`config.mk`:
```
export PLATFORM = sky130hd
export DESIGN_NAME = branch_resolve
export DESIGN_NICKNAME = d
export VERILOG_FILES = /design/src/rtl/branch_resolve_pkg.sv /design/src/rtl/branch_resolve_squash_counter.sv /design/src/rtl/branch_resolve.sv
export SDC_FILE = /design/constraint.sdc
export NUM_CORES = 1
export LEC_CHECK = 0
export CORE_MARGIN = 2
export CORE_UTILIZATION = 52
export DETAILED_ROUTE_END_ITERATION = 10
export GPL_TIMING_DRIVEN = 1
export PLACE_DENSITY_LB_ADDON = 0.05
export SLEW_MARGIN = 20
export SYNTH_ARGS = -nofsm -noshare
export SYNTH_HDL_FRONTEND = slang
export SYNTH_SLANG_ARGS = --single-unit
```
`constraint.sdc`:
```
create_clock -name clock -period 4.3 [get_ports clock]
set_input_delay 0.43 -clock clock [delete_from_list [all_inputs] [get_ports clock]]
set_output_delay 0.43 -clock clock [all_outputs]
set_load 0.03 [all_outputs]
```
`src/rtl/branch_resolve_pkg.sv`:
```
`default_nettype none
// ============================================================================
// Module      : branch_resolve_pkg
// Description : Shared types and constants for the stage-4 branch resolver:
//               word type, compare-flag indices, instruction class bits and
//               default squash depth.
// Revision    : 1.0 - initial release
// ============================================================================
package branch_resolve_pkg;

    localparam int WORD_W = 32;
    typedef logic [WORD_W-1:0] word_t;

    // Indices into the ALU compare flag vector (signed compares only)
    localparam int CMP_EQ = 0;
    localparam int CMP_NE = 1;
    localparam int CMP_LT = 2;
    localparam int CMP_GE = 3;

    // One-hot instruction class vector
    localparam int INSTR_W   = 6;
    localparam int DO_ALU    = 0;
    localparam int DO_LOAD   = 1;
    localparam int DO_STORE  = 2;
    localparam int DO_BRANCH = 3;
    localparam int DO_JAL    = 4;
    localparam int DO_JALR   = 5;

    // Younger in-flight instructions (stages 1-3) to drop after a redirect
    localparam int FLUSH_DEPTH_DEFAULT = 3;
    localparam int CNT_W_DEFAULT       = 2;

    // Sequential fetch address; wraps naturally at 2^32
    function automatic word_t seq_pc(input word_t pc);
        return pc + word_t'(4);
    endfunction

endpackage
`default_nettype wire

```
`src/rtl/branch_resolve_squash_counter.sv`:
```
`default_nettype none
// ============================================================================
// Module      : branch_resolve_squash_counter
// Description : Wrong-path squash counter. Loads FLUSH_DEPTH on a redirect,
//               counts down once per real instruction dropped, holds on stall.
//               busy is high while any wrong-path instruction remains.
// Revision    : 1.0 - initial release
// ============================================================================
module branch_resolve_squash_counter
    import branch_resolve_pkg::*;
#(
    parameter int FLUSH_DEPTH = FLUSH_DEPTH_DEFAULT,
    parameter int CNT_W       = CNT_W_DEFAULT
) (
    input  logic clock,
    input  logic reset,
    input  logic stall,
    input  logic load,
    input  logic dec,
    output logic busy
);

    logic [CNT_W-1:0] cnt_d;
    logic [CNT_W-1:0] cnt_q;

    // Next count: reload wins over decrement; never wrap below zero
    always_comb begin
        cnt_d = cnt_q;
        if (load) begin
            cnt_d = CNT_W'(FLUSH_DEPTH);
        end else if (dec && (cnt_q != '0)) begin
            cnt_d = cnt_q - CNT_W'(1);
        end
    end

    // Counter register: reset clears even mid-squash, stall freezes
    always_ff @(posedge clock) begin
        if (reset) begin
            cnt_q <= '0;
        end else if (!stall) begin
            cnt_q <= cnt_d;
        end
    end

    assign busy = (cnt_q != '0);

endmodule
`default_nettype wire

```
`src/rtl/branch_resolve.sv`:
```
`default_nettype none
// ============================================================================
// Module      : branch_resolve
// Description : Stage-4 branch/jump resolution. Registers the ALU result,
//               compares the actual control flow against the fetch
//               prediction, pulses a redirect on mismatch and squashes the
//               wrong-path instructions that follow it.
// Revision    : 1.0 - initial release
// ============================================================================
module branch_resolve
    import branch_resolve_pkg::*;
#(
    parameter int FLUSH_DEPTH = FLUSH_DEPTH_DEFAULT,
    parameter int CNT_W       = CNT_W_DEFAULT
) (
    input  logic               clock,
    input  logic               reset,
    input  logic               stall,
    input  logic               valid_in,
    input  logic [INSTR_W-1:0] instr_type,
    input  logic [1:0]         cond_sel,
    input  logic               predict_taken,
    input  word_t              pc,
    input  word_t              imm,
    input  logic [3:0]         compare_async,
    input  word_t              eval_async,
    output logic               valid_out,
    output word_t              result,
    output logic               redirect_valid,
    output word_t              redirect_pc,
    output logic               squashing
);

    logic  busy;
    logic  live;
    logic  is_branch;
    logic  is_jal;
    logic  is_jalr;
    logic  taken;
    logic  mispredict;
    word_t link_pc;
    word_t target;
    word_t actual_next;

    logic  valid_out_d;
    logic  valid_out_q;
    word_t result_d;
    word_t result_q;
    logic  redirect_valid_d;
    logic  redirect_valid_q;
    word_t redirect_pc_d;
    word_t redirect_pc_q;

    // Non-control-flow class bits carry no meaning for this stage
    logic  unused_class_bits;
    assign unused_class_bits = ^instr_type[DO_STORE:DO_ALU];

    // Resolve actual control flow and compute next register values
    always_comb begin
        is_branch = instr_type[DO_BRANCH];
        is_jal    = instr_type[DO_JAL];
        is_jalr   = instr_type[DO_JALR];

        // An instruction arriving while the counter is non-zero is wrong-path
        live = valid_in & ~busy;

        taken = 1'b0;
        if (is_branch) begin
            taken = compare_async[cond_sel];
        end
        if (is_jal || is_jalr) begin
            taken = 1'b1;
        end

        link_pc     = seq_pc(pc);
        target      = is_jalr ? {eval_async[WORD_W-1:1], 1'b0} : (pc + imm);
        actual_next = taken ? target : link_pc;

        // Only direction is compared: a correctly predicted taken branch
        // already has its target in fetch
        mispredict = live & (taken != predict_taken);

        valid_out_d      = live;
        result_d         = (is_jal || is_jalr) ? link_pc : eval_async;
        redirect_valid_d = mispredict;
        redirect_pc_d    = mispredict ? actual_next : redirect_pc_q;
    end

    // Output registers: one-cycle latency, frozen by stall
    always_ff @(posedge clock) begin
        if (reset) begin
            valid_out_q      <= 1'b0;
            result_q         <= '0;
            redirect_valid_q <= 1'b0;
            redirect_pc_q    <= '0;
        end else if (!stall) begin
            valid_out_q      <= valid_out_d;
            result_q         <= result_d;
            redirect_valid_q <= redirect_valid_d;
            redirect_pc_q    <= redirect_pc_d;
        end
    end

    branch_resolve_squash_counter #(
        .FLUSH_DEPTH (FLUSH_DEPTH),
        .CNT_W       (CNT_W)
    ) u_squash_counter (
        .clock (clock),
        .reset (reset),
        .stall (stall),
        .load  (mispredict),
        .dec   (valid_in & busy),
        .busy  (busy)
    );

    assign valid_out      = valid_out_q;
    assign result         = result_q;
    assign redirect_valid = redirect_valid_q;
    assign redirect_pc    = redirect_pc_q;
    assign squashing      = busy;

endmodule
`default_nettype wire

```
# Word level (Yosys, flattened, before mapping)
# Cells that the tools add are included.
word_totals:
  regBits: 68
  out_inout_bits: 67
  in_bits: 113
  wordCells: 30
classes:
  n_bitwise: 5
  muxes: 9
  n_eq_ne: 1
  reduce_logical: 6
  add_sub_neg: 3
  n_lt_le_gt_ge: 1
op_table:
  columns: ["op", "count"]
  rows:
  - ["two-way mux 32 bit", 3]
  - ["adder 32 x 3 -> 32 bit, second input constant", 1]
  - ["adder 32 bit", 1]
  - ["two-way mux 2 bit", 2]
  - ["AND reduction 2 bit", 2]
  - ["nonzero test 2 bit", 2]
  - ["AND 1 bit", 3]
  - ["< comparator 2 x 3 -> 1 bit, second input constant", 1]
  - ["two-way mux 1 bit", 3]
  - ["binary-select mux 1 bit (select 2 bit)", 1]
  - ["NOT 1 bit", 2]
  - ["subtractor 2 x 1 -> 2 bit, second input constant", 1]
  - ["logical AND 1 bit", 1]
  - ["logical OR 1 bit", 1]
  - ["inequality test 1 bit", 1]

# Longest topological paths before layout
# Gate-level depths: netlist of the first run.
logic_depth:
  word_depth: 8
  mapped_depth: 10
  mapped_depth_nobuf: 9

# By module
# Synthesis of the first run repeated with hierarchy kept, for this count alone.
unflattened:
  hier_cells: 743
  area_unflattened_um2: 5599.1
modules_own_cells:
  columns: ["module", "instances", "cells_each", "seq_area_each_um2", "area_per_inst_um2"]
  rows:
  - ["branch_resolve", 1, 731, 1321.3, 5479.0]
  - ["branch_resolve_squash_counter", 1, 12, 40.0, 120.1]

# Worst setup path before layout of the first run
# OpenSTA, ideal clock, no wires.
synth_path:
  kind: "input -> register"
  startpoint: "input pc[0]"
  endpoint: "register redirect_pc_q[16], in the netlist redirect_pc[16]"
  n_path_buf: 0
  stages: 8
  arrival_time_ps: 2470
  setup_ps: 103
  t_required_ps: 4197
  path_slack_ps: 1727
  cell_sequence: "ha_1 -> fa_1 -> a21o_1 -> a221oi_2 -> o21ai_1 -> a211oi_1 -> xor2_1 -> a2111oi_2"
synth_between:
  elab_chain_len: 3
  word_cells_on_any_way: 4
  classes_between: "add/sub (2); mux (2)"
synth_rtl:
  columns: ["item", "line", "source"]
  rows:
  - ["start, declared", "branch_resolve.sv:23", "input word_t pc,"]
  - ["adder 32 bit", "branch_resolve.sv:76", "target = is_jalr ? {eval_async[WORD_W-1:1], 1'b0} : (pc + imm);"]
  - ["two-way mux 32 bit", "branch_resolve.sv:76", null]
  - ["two-way mux 32 bit *", "branch_resolve.sv:77", "actual_next = taken ? target : link_pc;"]
  - ["end signal, assigned", "branch_resolve.sv:100", "redirect_pc_q <= redirect_pc_d;"]
  - ["end, declared", "branch_resolve.sv:52", "word_t redirect_pc_q;"]
# Mark *: on every way between the ends. The rest lies on a longest branch, timed or not.
# A chain may end at the register's enable or synchronous reset.

# Final worst setup path of the first run
# Ends and elaborated chain as after synthesis.

==> results_dict.tcl, run 1 <==
set metrics [dict create \
    netlist_instances 776 \
    drt_iter0_drc 705 \
    synthXorXnorAreaFrac_pct 6.95 \
    ant_nets 0 \
    crit_path_start_kind "input pin" \
    fin_skew_ns 0.0124 \
    yosys_warnings 0 \
    max_freq_mhz 316 \
    holdBufCountCts 0 \
    hold_viol_final 0 \
    grt_overflow 0 \
    power_density_mw_per_mm2 266 \
    top_level_ports 180 \
    tightest_slew_ns 0.789 \
    synth_ff_type "dfxtp_1" \
    timing.final.crit_share_pct 73.5 \
    yosysTopAreaCellShare_pct 23.5 \
    place_congestion 0.962 \
    rows 38 \
    synth.area.mux_share_pct 2.64 \
    h-tree-depth 3 \
    cts_tree "done" \
    grt_first_pass_wirelength_um 31500 \
    synth-adder-area-share_pct 7.49 \
    wl_per_cell_um 19.6 \
    cts_buffers 9 \
    grt_pass1_vias 6074 \
    multiInputGateArea_mm2 0.00414 \
    critical_path_buf_inv_count 1 \
    synth_top_family_by_area "compound AO/OA/AOI/OAI gates" \
    worstSetupEndpointType "flop" \
    synth_nets 923 \
    seq_area_mm2 0.00136 \
    firstDrtPassIters 6 \
    insertion_delay_ns 0.37 \
    post_cts_resized 0 \
    drc_errors 0 \
    required_ns 4.56 \
    slew_headroom_pct 47.4 \
    clk_pin_slew_ns 0.08 \
    die_x_um 109 \
    initial_core_util_pct 53.3 \
    cts-root-buf "clkbuf_8" \
    hold_class "flop to flop" \
    finalCoreUtilization_pct 71.8 \
    p_leak_uw 0.00298 \
    die_height_um 109 \
    yosysSeqAreaShare_pct 23.5 \
    worstSetupPathType "input pin to flop" \
    antenna_found_initial 0 \
    synth_edf_count 0 \
    path_max_fanout 4 \
    numClockSinks 68 \
    synthDistinctLibCells 74 \
    drive_above_1_share_pct 5.27 \
    synth_seq_cells 68 \
    crit_slowest_cell "clkdlybuf4s50_1" \
    irDropWorstVdd_v 0.000278 \
    crit_chain "clkdlybuf4s50_1 > ha_1 > fa_1 > a21o_1 > a221oi_2 > o21ai_1 > a211oi_1 > xor2_1 > a2111oi_2" \
    max-cap-violations 0 \
    port-buffer-count 176 \
    synth_area_leaders "dfxtp_1 24%, ha_1 7.1%, a21oi_1 6.9%" \
    holdWs_ns 0.452 \
    areaGrowthSynthToFinish_pct 34.6 \
    tns_ns 0 \
    status "finished, final reports clean" \
    cp.arrival_ns 3.42 \
    grt_usage_pct 34.2 \
    synth_compound_area_share_pct 31.9 \
    syn-cell-area_mm2 0.00578 \
    async_reset_ff_share_pct 0 \
    antenna_cells 0 \
    dp_hpwl_um 16300 \
    setup_viol 0 \
    via_per_inst 6.38 \
    period_needed_ns 3.16 \
    core_mm2 0.0108 \
    critical_path.max_stage_delay_ns 0.47 \
    clk_path_buf_depth 2 \
    post-cts-setup-buffers 0 \
    synth_area_leader_cell "dfxtp_1" \
    crit_family "compound AO/OA/AOI/OAI gates" \
    synth_area_per_cell_um2 7.45 \
    nets 1071 \
    drt_wl_total_um 21000 \
    rsz0062_at_grt "no" \
    grt_max_degree 60 \
    drv_slew 0 \
    n_fill_cell 868 \
    die_area_mm2 0.0120 \
    yosys.area_share.simple_pct 22.6 \
    vias 6816 \
]
[placed cells by master (no fill, tap or decap), drive strengths merged, types with 5 or more instances in the layout]
master | netlist | layout
clkdlybuf4s50 | 0 | 174
clkbuf | 37 | 9
nor4 | 6 | 6
a31oi | 9 | 9
a2111oi | 6 | 6
xor2 | 25 | 25
o21a | 8 | 8
ha | 33 | 33
and3 | 12 | 12
dfxtp | 68 | 68
mux2i | 13 | 13
a21oi | 81 | 81
nor3 | 14 | 14
a211oi | 43 | 43
and2 | 6 | 6
nand2 | 74 | 74
a221oi | 5 | 5
o211ai | 15 | 15
and4 | 6 | 6
inv | 20 | 24
o21bai | 5 | 5
xnor2 | 20 | 20
buf | 12 | 12
o21ai | 30 | 30
nor2 | 98 | 98
nand4 | 16 | 16
a21o | 19 | 19
nand3 | 31 | 31
[through the flow]
step           instances  cell area [µm²]  power [µW]  setup slack, ns
2_1_floorplan        776             5780        1170             1.73
3_3_place_gp        1053             7580        1480            0.903
3_5_place_dp        1053             7580        1500            0.843
4_1_cts             1069             7780        2050             1.21
5_1_grt             1069             7780        2160            0.919
6_report            1069             7780        2070             1.14
[cells in the mapped netlist, types with 6 or more instances]
master    number
a211oi_1      42
a21o_1        19
a21oi_1       80
a31oi_1        8
and2_1         6
and3_1        12
and4_1         6
buf_2          9
clkbuf_1      37
dfxtp_1       68
ha_1          33
inv_1         20
mux2i_1       13
nand2_1       74
nand3_1       31
nand4_1       16
nor2_1        97
nor3_1        13
o211ai_1      15
o21a_1         8
o21ai_0       27
xnor2_1       19
xor2_1        25
[cell families (layout without fill, tap and decap cells)]
| group | count (synthesis) | count (layout) |
|---|---|---|
| flops | 68 | 68 |
| buf+inv | 69 | 222 |
| mux | 14 | 14 |
| compound gates | 268 | 268 |
| xor+xnor | 45 | 45 |
| simple gates | 278 | 278 |
| fa+ha+maj | 34 | 34 |
[metal layers]
metal / part of all wire [%] / GRT usage (%) / wire (µm) / up-vias
met4: 1.9 / 11.6 / 400 / 2
met5: 0.13 / 0 / 27 / -
met1: 44 / 48.8 / 9270 / 3172
li1: - / - / - / 3196
met2: 44 / 52.8 / 9190 / 413
met3: 10 / 4.74 / 2110 / 33
[area by class of cell]
type,count,share of cell area (%)
clock buffers,9,1.59
flip-flops and latches,68,17.5
well taps,140,2.25
repair buffers,186,23.5
clock inverters,7,1.06
multi-input cells,639,53.2
inverters,20,0.964
[tightest hold or removal path: stages (launching register included)]
cell,delay [ns]
dfxtp_1,0.32
nand2_1,0.05
nand2_1,0.04
[registers in the layout (all words and copies together), names as in the netlist]
signal and flops:
valid_out 1, redirect_valid 1, result 32, u_squash_counter.cnt_q 2, redirect_pc 32
[final timing paths]
kind              slack (ns)                      start  cells after the start              end
setup / recovery        1.14                      pc[0]                      9  redirect_pc[16]
hold / removal          0.45            redirect_pc[20]                      2  redirect_pc[20]
setup reg to reg        1.96  u_squash_counter.cnt_q[0]                      9  redirect_pc[24]
hold reg to reg         0.45            redirect_pc[20]                      2  redirect_pc[20]
[where the power goes]
group / internal [µW] / switching (µW)
clock network: 278 / 288
logic: 338 / 474
registers: 669 / 23.3
Note: power is estimated with default switching activity, not from simulation.
==> run 2, diff against run 1 <==
- CORE_UTILIZATION: 52 -> 43
- clock period: 4.3 -> 2.9 ns (I/O delays scaled with it)
==> results_dict.tcl, run 2 (synthesis gave the netlist of run 1 again) <==
set metrics [dict create \
    p_leak_uw 0.00344 \
    h-tree-depth 3 \
    r2r-end "redirect_pc[27]" \
    crit_chain "clkdlybuf4s50_1 > ha_1 > fa_2 > a21o_1 > a221oi_4 > o21ai_1 > a211oi_1 > xor2_1 > a2111oi_2" \
    firstDrtPassIters 5 \
    irDropWorstVdd_v 0.000267 \
    reg2reg_slack_ns 0.69 \
    postPlaceCellArea_mm2 0.00826 \
    crit_path_start_kind "input pin" \
    areaGrowthSynthToFinish_pct 48.5 \
    timing.final.crit_share_pct 93.4 \
    insertion_delay_ns 0.35 \
    worstSetupPathType "input pin to flop" \
    r2r.worst_path.cells 9 \
    vias 7000 \
    die_x_um 120 \
    max_freq_mhz 369 \
    die_area_mm2 0.0144 \
    min-delay-start "redirect_pc[13]" \
    multiInputGateArea_mm2 0.00415 \
    drv_slew 0 \
    grt_overflow 0 \
    ant_nets 0 \
    required_ns 3.14 \
    critical_path.max_stage_delay_ns 0.45 \
    initial_core_util_pct 43.8 \
    via_per_inst 5.89 \
    slew_headroom_pct 56.6 \
    die_height_um 120 \
    antenna_cells 0 \
    tightest_slew_ns 0.650 \
    fin_skew_ns 0.0102 \
    place_inst 1174 \
    cts_buffers 9 \
    antenna_found_initial 0 \
    period_needed_ns 2.71 \
    clk_path_buf_depth 2 \
    place_congestion 0.926 \
    path_max_fanout 3 \
    cp.arrival_ns 2.95 \
    total_power_uw 3550 \
    worstSetupEndpointType "flop" \
    drt_iter0_drc 575 \
    hold_end "redirect_pc[13]" \
    power_density_mw_per_mm2 413 \
    holdBufCountCts 0 \
    design_area_mm2 0.00859 \
    cts_tree "done" \
    cts-root-buf "clkbuf_16" \
    port-buffer-count 176 \
    rows 42 \
    final_cells 1189 \
    grt_usage_pct 31.0 \
    r2r-start "u_squash_counter.cnt_q[0]" \
    drt_wl_total_um 22500 \
    top_level_ports 180 \
    seq_area_mm2 0.00136 \
    wl_per_cell_um 18.9 \
    hold_class "flop to flop" \
    grt_max_degree 67 \
    dp_hpwl_um 18000 \
    core_mm2 0.0132 \
    final_common_cell "clkdlybuf4s50_1" \
    hold_viol_final 0 \
    drc_errors 0 \
    drive_above_1_share_pct 13.2 \
    final_cell_mix "174 x clkdlybuf4s50_1, 97 x nor2_1, 95 x buf_4" \
    crit_slowest_cell "clkdlybuf4s50_1" \
    setup_viol 0 \
    grt_first_pass_wirelength_um 34900 \
    hold_path_depth 1 \
    status "finished, final reports clean" \
    rsz0062_at_grt "no" \
    n_fill_cell 1156 \
    max-cap-violations 0 \
    grt_pass1_vias 6512 \
    numClockSinks 68 \
    clk_pin_slew_ns 0.06 \
    nets 1156 \
]
## run 2: what timing repair did
item / CTS / global route
setup buffers: 0 / 0
gates resized for setup: 0 / 2
endpoints found under the setup margin: 0 / 3
## run 2: how the worst max path moves through the flow
stage | start | to | slack, ns | cells past startpoint
6_report | pc[0] | redirect_pc[16] | 0.19 | 9
2_1_floorplan | pc[0] | redirect_pc[16] | 0.47 | 8
3_5_place_dp | pc[0] | redirect_pc[16] | -0.26 | 9
4_1_cts | pc[0] | redirect_pc[16] | 0.09 | 9
5_1_grt | pc[0] | redirect_pc[22] | 0.05 | 12
3_3_place_gp | pc[0] | redirect_pc[16] | -0.13 | 9
## run 2: cell type report
class / count / area share [%]
multi-input combinational: 639 / 48.4
timing repair buffer: 271 / 28.7
sequential: 68 / 15.8
clock buffer: 9 / 2.62
tap: 176 / 2.56
clock inverter: 6 / 1.03
inverter: 20 / 0.874
## run 2: worst max-delay path: cells and delay by family
kind	cells	cell delay, ns
buffers and inverters	1	0.45
AOI/OAI and AO/OA	5	1.40
adders and majority gates	2	0.63
xor gates and xnor gates	1	0.18
## run 2: power breakdown
group	switching, µW	total [µW]	leakage (µW)	internal (µW)
logic	730	1330	0.00273	601
clock network	440	1190	0.000148	749
registers	36.5	1030	0.000557	993
total	1210	3550	0.00344	2340
## run 2: per-layer routing
layer	wire length [µm]	vias up	track usage, %	share of wire (%)
met5	0	-	0	0
met1	10400	3258	45.0	46
met2	9760	343	46.8	43
met4	503	0	9.19	2.2
li1	-	3363	-	-
met3	1820	36	5.13	8.1
## run 2: metrics by stage
stage	setup slack, ns	hold slack, ns	util, %	setup TNS (ns)
after floorplan	0.467	0.437	-	0
after global placement	-0.130	0.438	62.6	-0.502
after detailed placement	-0.259	0.456	62.6	-1.47
after CTS	0.0870	0.468	65.0	0
after global routing	0.0539	0.490	65.1	0
final	0.192	0.468	65.1	0
